--- src/rtl/deserializer_framer.sv ---
// rtl/deserializer_framer.sv - serial-to-byte deserializer with sync-word frame alignment
module deserializer_framer #(
   parameter logic [7:0]  SYNC_WORD = 8'hBC,
   parameter int unsigned FRAME_LEN = 4,
   parameter int unsigned MISS_MAX  = 2
) (
   input  logic       clk,
   input  logic       rst,
   input  logic       data_in,
   output logic [7:0] data_out,
   output logic       data_valid,
   output logic       locked,
   output logic       sync_err
);

   localparam int BW = $clog2(FRAME_LEN + 1);
   localparam int MW = (MISS_MAX > 1) ? $clog2(MISS_MAX) : 1;
   localparam logic [BW-1:0] SYNC_SLOT  = BW'(FRAME_LEN);
   localparam logic [MW-1:0] MISS_LIMIT = MW'(MISS_MAX - 1);

   typedef enum logic [1:0] {
      HUNT   = 2'd0,
      VERIFY = 2'd1,
      LOCKED = 2'd2
   } state_t;

   state_t          state_q;
   logic [6:0]      sr_q;          // seven most recent bits; the eighth is data_in
   logic [7:0]      sr_d;          // next shift value, doubles as the byte window
   logic [2:0]      bit_cnt_q;
   logic [BW-1:0]   byte_cnt_q;
   logic [MW-1:0]   miss_cnt_q;
   logic [7:0]      data_out_q;
   logic            data_valid_q;
   logic            locked_q;
   logic            sync_err_q;

   logic            sync_hit;
   logic            byte_done;
   logic            in_sync_slot;

   // Byte window: the byte whose MSB is arriving on data_in this cycle
   always_comb begin
      sr_d         = {data_in, sr_q};
      sync_hit     = (sr_d == SYNC_WORD);
      byte_done    = (bit_cnt_q == 3'd7);
      in_sync_slot = (byte_cnt_q == SYNC_SLOT);
   end

   // Alignment FSM with registered outputs and frame counters
   always_ff @(posedge clk) begin
      if (rst) begin
         state_q      <= HUNT;
         sr_q         <= '0;
         bit_cnt_q    <= '0;
         byte_cnt_q   <= '0;
         miss_cnt_q   <= '0;
         data_out_q   <= 8'h00;
         data_valid_q <= 1'b0;
         locked_q     <= 1'b0;
         sync_err_q   <= 1'b0;
      end else begin
         sr_q         <= sr_d[7:1];
         data_valid_q <= 1'b0;
         sync_err_q   <= 1'b0;
         case (state_q)
            HUNT: begin
               if (sync_hit) begin
                  state_q    <= VERIFY;
                  bit_cnt_q  <= '0;
                  byte_cnt_q <= '0;
               end
            end
            VERIFY: begin
               bit_cnt_q <= bit_cnt_q + 3'd1;
               if (byte_done) begin
                  if (!in_sync_slot) begin
                     // payload during verification is discarded
                     byte_cnt_q <= byte_cnt_q + 1'b1;
                  end else begin
                     byte_cnt_q <= '0;
                     if (sync_hit) begin
                        state_q    <= LOCKED;
                        miss_cnt_q <= '0;
                        locked_q   <= 1'b1;
                     end else begin
                        state_q <= HUNT;
                     end
                  end
               end
            end
            LOCKED: begin
               bit_cnt_q <= bit_cnt_q + 3'd1;
               if (byte_done) begin
                  if (!in_sync_slot) begin
                     // a payload byte equal to SYNC_WORD is plain data here
                     data_out_q   <= sr_d;
                     data_valid_q <= 1'b1;
                     byte_cnt_q   <= byte_cnt_q + 1'b1;
                  end else begin
                     byte_cnt_q <= '0;
                     if (sync_hit) begin
                        miss_cnt_q <= '0;
                     end else begin
                        sync_err_q <= 1'b1;
                        if (miss_cnt_q == MISS_LIMIT) begin
                           state_q    <= HUNT;
                           miss_cnt_q <= '0;
                           locked_q   <= 1'b0;
                        end else begin
                           // alignment is trusted until the miss budget runs out
                           miss_cnt_q <= miss_cnt_q + 1'b1;
                        end
                     end
                  end
               end
            end
            default: begin
               state_q  <= HUNT;
               locked_q <= 1'b0;
            end
         endcase
      end
   end

   assign data_out   = data_out_q;
   assign data_valid = data_valid_q;
   assign locked     = locked_q;
   assign sync_err   = sync_err_q;

endmodule
--- config.mk ---
export PLATFORM = sky130hd
export DESIGN_NAME = deserializer_framer
export DESIGN_NICKNAME = d
export VERILOG_FILES = /design/src/rtl/deserializer_framer.sv
export SDC_FILE = /design/constraint.sdc
export NUM_CORES = 1
export LEC_CHECK = 0
export ABC_AREA = 0
export BUFFER_PORTS_ARGS = -buffer_cell sky130_fd_sc_hd__buf_2
export CORE_UTILIZATION = 58
export DETAILED_ROUTE_END_ITERATION = 12
export PLACE_DENSITY_LB_ADDON = 0.15
export SLEW_MARGIN = 20
export SYNTH_ARGS = -nofsm -noshare
export SYNTH_HDL_FRONTEND = slang
export SYNTH_SLANG_ARGS = --single-unit
--- constraint.sdc ---
create_clock -name clk -period 4.65 [get_ports clk]
set_input_delay 0.93 -clock clk [delete_from_list [all_inputs] [get_ports clk]]
set_output_delay 0.93 -clock clk [all_outputs]
set_load 0.1 [all_outputs]
==> metrics.yaml <==
clock_network:
  tritoncts: "done"
  ctsHtreeMaxLevel: 1
  clkSlewWorstSetupHoldPaths_ns: 0.14
  number_of_setup_buffers_added_after_cts: 0
  cts_made_buffers: 3
  clock_path_buffers: 2
  cts_hold_buf: 0
  cts_resized: 0
  cts_root_buf: "sky130_fd_sc_hd__clkbuf_4"
  clock_sinks: 27
  clock_latency_late_sink_ns: 0.33
detailed_routing:
  drc_errors_left: 0
  detailedRoute.firstIterationViolations: 7
  wirelength_um: 2210
  post_drt_via_cell_ratio: 5.58
  number_of_vias_after_detailed_routing: 887
  initial_drt_pass_iterations: 4
  ant_nets: 0
  routed_wire_length_per_instance_um: 13.9
timing:
  final-max-slew-violation-count: 0
  achievable-frequency_mhz: 487
  rsz0062_at_grt: "no"
  final.setup_skew_ns: 0.00185
  period_minus_slack_ns: 2.05
  finalCritPeriodShare_pct: 44.1
  worst-slew-pin-transition_ns: 0.491
  setup-violations-final: 0
  finalWorstSetupSlack_ns: 2.60
  max_slew_margin_pct: 67.5
  finalHoldViolations: 0
  fin_setup_tns_ns: 0
final_layout:
  antenna_cells_inserted: 0
  layout.filler_cells: 174
  syn2layout_area_growth_pct: 9.00
  final_cell_mix: "sky130_fd_sc_hd__dfxtp_1 (27), sky130_fd_sc_hd__buf_2 (13), sky130_fd_sc_hd__nor2_1 (12), sky130_fd_sc_hd__nor2b_1 (8), sky130_fd_sc_hd__mux2i_1 (8)"
  layout-drive-gt1-share_pct: 19.7
  final_common_cell: "sky130_fd_sc_hd__dfxtp_1"
  final_net_count: 143
  utilization_pct: 67.2
logic_synthesis:
  synth_top_cell_by_area: "sky130_fd_sc_hd__dfxtp_1"
  synthDominantCellAreaShare_pct: 44.7
  synth-warning-count: 0
  synth.cell_area_um2: 1210
  post_synth_inst_count: 119
  synthDistinctLibCells: 37
  postSynthNetCount: 129
  synth_seq_area_share_pct: 44.7
  avgSynthCellArea_um2: 10.2
  yosys-top-cells-area: "sky130_fd_sc_hd__dfxtp_1 (45%), sky130_fd_sc_hd__ha_1 (7.2%), sky130_fd_sc_hd__mux2i_1 (6.6%), sky130_fd_sc_hd__nor2b_1 (4.1%), sky130_fd_sc_hd__nor2_1 (3.7%)"
  number_of_register_bits_inferred_by_synthesis: 27
floorplanning:
  dieArea_um2: 2270
  number_of_top_level_pins: 14
  placement_rows: 16
  floorplan.core_area_um2: 1960
  fp.dieW_um: 47.7
  die_height_um: 47.7
  initial_utilization_pct: 61.7
power_and_ir_drop:
  pwr_density_cell_nw_per_um2: 261
  power.static_leakage_nw: 0.595
  worst_ir_drop_vdd_mv: 0.252
  total_power_w: 0.000345
setup_path:
  critPathBufInv: 1
  cp_slowest_cell: "sky130_fd_sc_hd__buf_2"
  critPathMaxFanout: 2
  crit_required_ns: 3.72
  r2r_setup_slack_ns: 2.99
  cp-start-kind: "flip-flop"
  cp_num_cells: 1
  cp-end-kind: "output port"
  worst_path_largest_cell_delay_ns: 0.43
  critPathKind: "reg -> out"
  cpLargestDelayFamily: "buffers and inverters"
  timing.critical_path.cells: "buf_2"
  critPathArrivalTime_ns: 1.12
  timing.reg2reg.worst_path_depth: 5
place:
  gp_congestion: 0.728
  numPortBuffers: 13
  hpwl_um: 1520
  dp_worst_setup_slack_ns: 2.73
flow_run:
  cap_violations: 0
global_routing:
  track_usage_pct: 22.5
  grt_first_pass_wirelength_um: 3500
  maximum_number_of_pins_on_one_net_before_global_route_repair: 28
  grt_pass1_vias: 777
  globalRoute.totalOverflow: 0
  number_of_antenna_violations_at_the_first_check_in_global_routing: 0
min_path:
  holdCritPathClass: "reg -> reg"
  hold-path-cell-count: 1
run_status:
  status: "complete, no violations"
-- synth_stat cells (all sizes together) --
cell type	n
mux2	1
nand4b	2
nand3	3
o311ai	1
nand4bb	1
and2	1
a21o	2
nand2	4
a211oi	1
nand3b	1
o31a	1
clkbuf	4
nand4	2
a22o	1
and3	1
a32oi	2
inv	7
dfxtp	27
nor2	13
ha	7
a32o	1
a31oi	2
mux2i	8
o22ai	2
nor3	3
or3	1
nor2b	8
nand2b	3
a21oi	6
o21ai	3
-- area by class of cell --
| class | count | area [µm²] | share of cell area, % |
|---|---|---|---|
| inverters | 7 | 26.3 | 1.99 |
| flip-flops and latches | 27 | 541 | 41.0 |
| repair buffers | 13 | 65.1 | 4.93 |
| clock buffers | 4 | 26.3 | 1.99 |
| multi-input cells | 81 | 627 | 47.5 |
| well taps | 27 | 33.8 | 2.56 |
-- logic make-up after synthesis --
family                   count (synthesis)  share of synthesized area, %
AO/OA/AOI/OAI                           22                          14.0
adder cells (fa/ha/maj)                  7                          7.24
buffers and inverters                   11                          3.52
flip-flops                              27                          44.7
multiplexers                             9                          7.55
AND/OR/NAND/NOR                         43                          23.1
-- stage by stage --
stage / std cells / cell area (µm²) / hold WS (ns)
floorplan: 119 / 1210 / 0.444
global placement: 155 / 1290 / 0.467
detailed placement: 155 / 1290 / 0.480
CTS: 159 / 1320 / 0.500
global route: 159 / 1320 / 0.512
finish: 159 / 1320 / 0.497
-- state kept, by name (all words and copies together), names as in the netlist --
register and cells:
sync_err 1, sr_q 7, miss_cnt_q 1, data_valid 1, locked 1, data_out 8
bit_cnt_q 3, state_q 2, byte_cnt_q 3
-- final timing paths --
path                        end   startpoint
setup / recovery    data_out[1]  data_out[1]
hold / removal          sr_q[0]      sr_q[1]
setup reg to reg  byte_cnt_q[0]   state_q[1]
hold reg to reg         sr_q[0]      sr_q[1]
-- power breakdown --
group | total [W] | switching, W | internal [W]
combinational | 0.00000682 | 0.00000451 | 0.00000232
sequential | 0.000234 | 0.00000153 | 0.000233
clock | 0.000104 | 0.0000700 | 0.0000337
total | 0.000345 | 0.0000761 | 0.000269
-- per-layer routing --
layer  wire length [µm]  part of all wire, %  global-route usage, %  vias to the layer above
met5                  0                    0                      0                        -
met4                 28                  1.3                   8.33                        0
met2               1080                   49                   36.4                       15
li1                   -                    -                      -                      448
met1               1020                   46                   28.7                      419
met3                 75                  3.4                   6.04                        5
No activity file was read; power rests on OpenSTA's default activity.
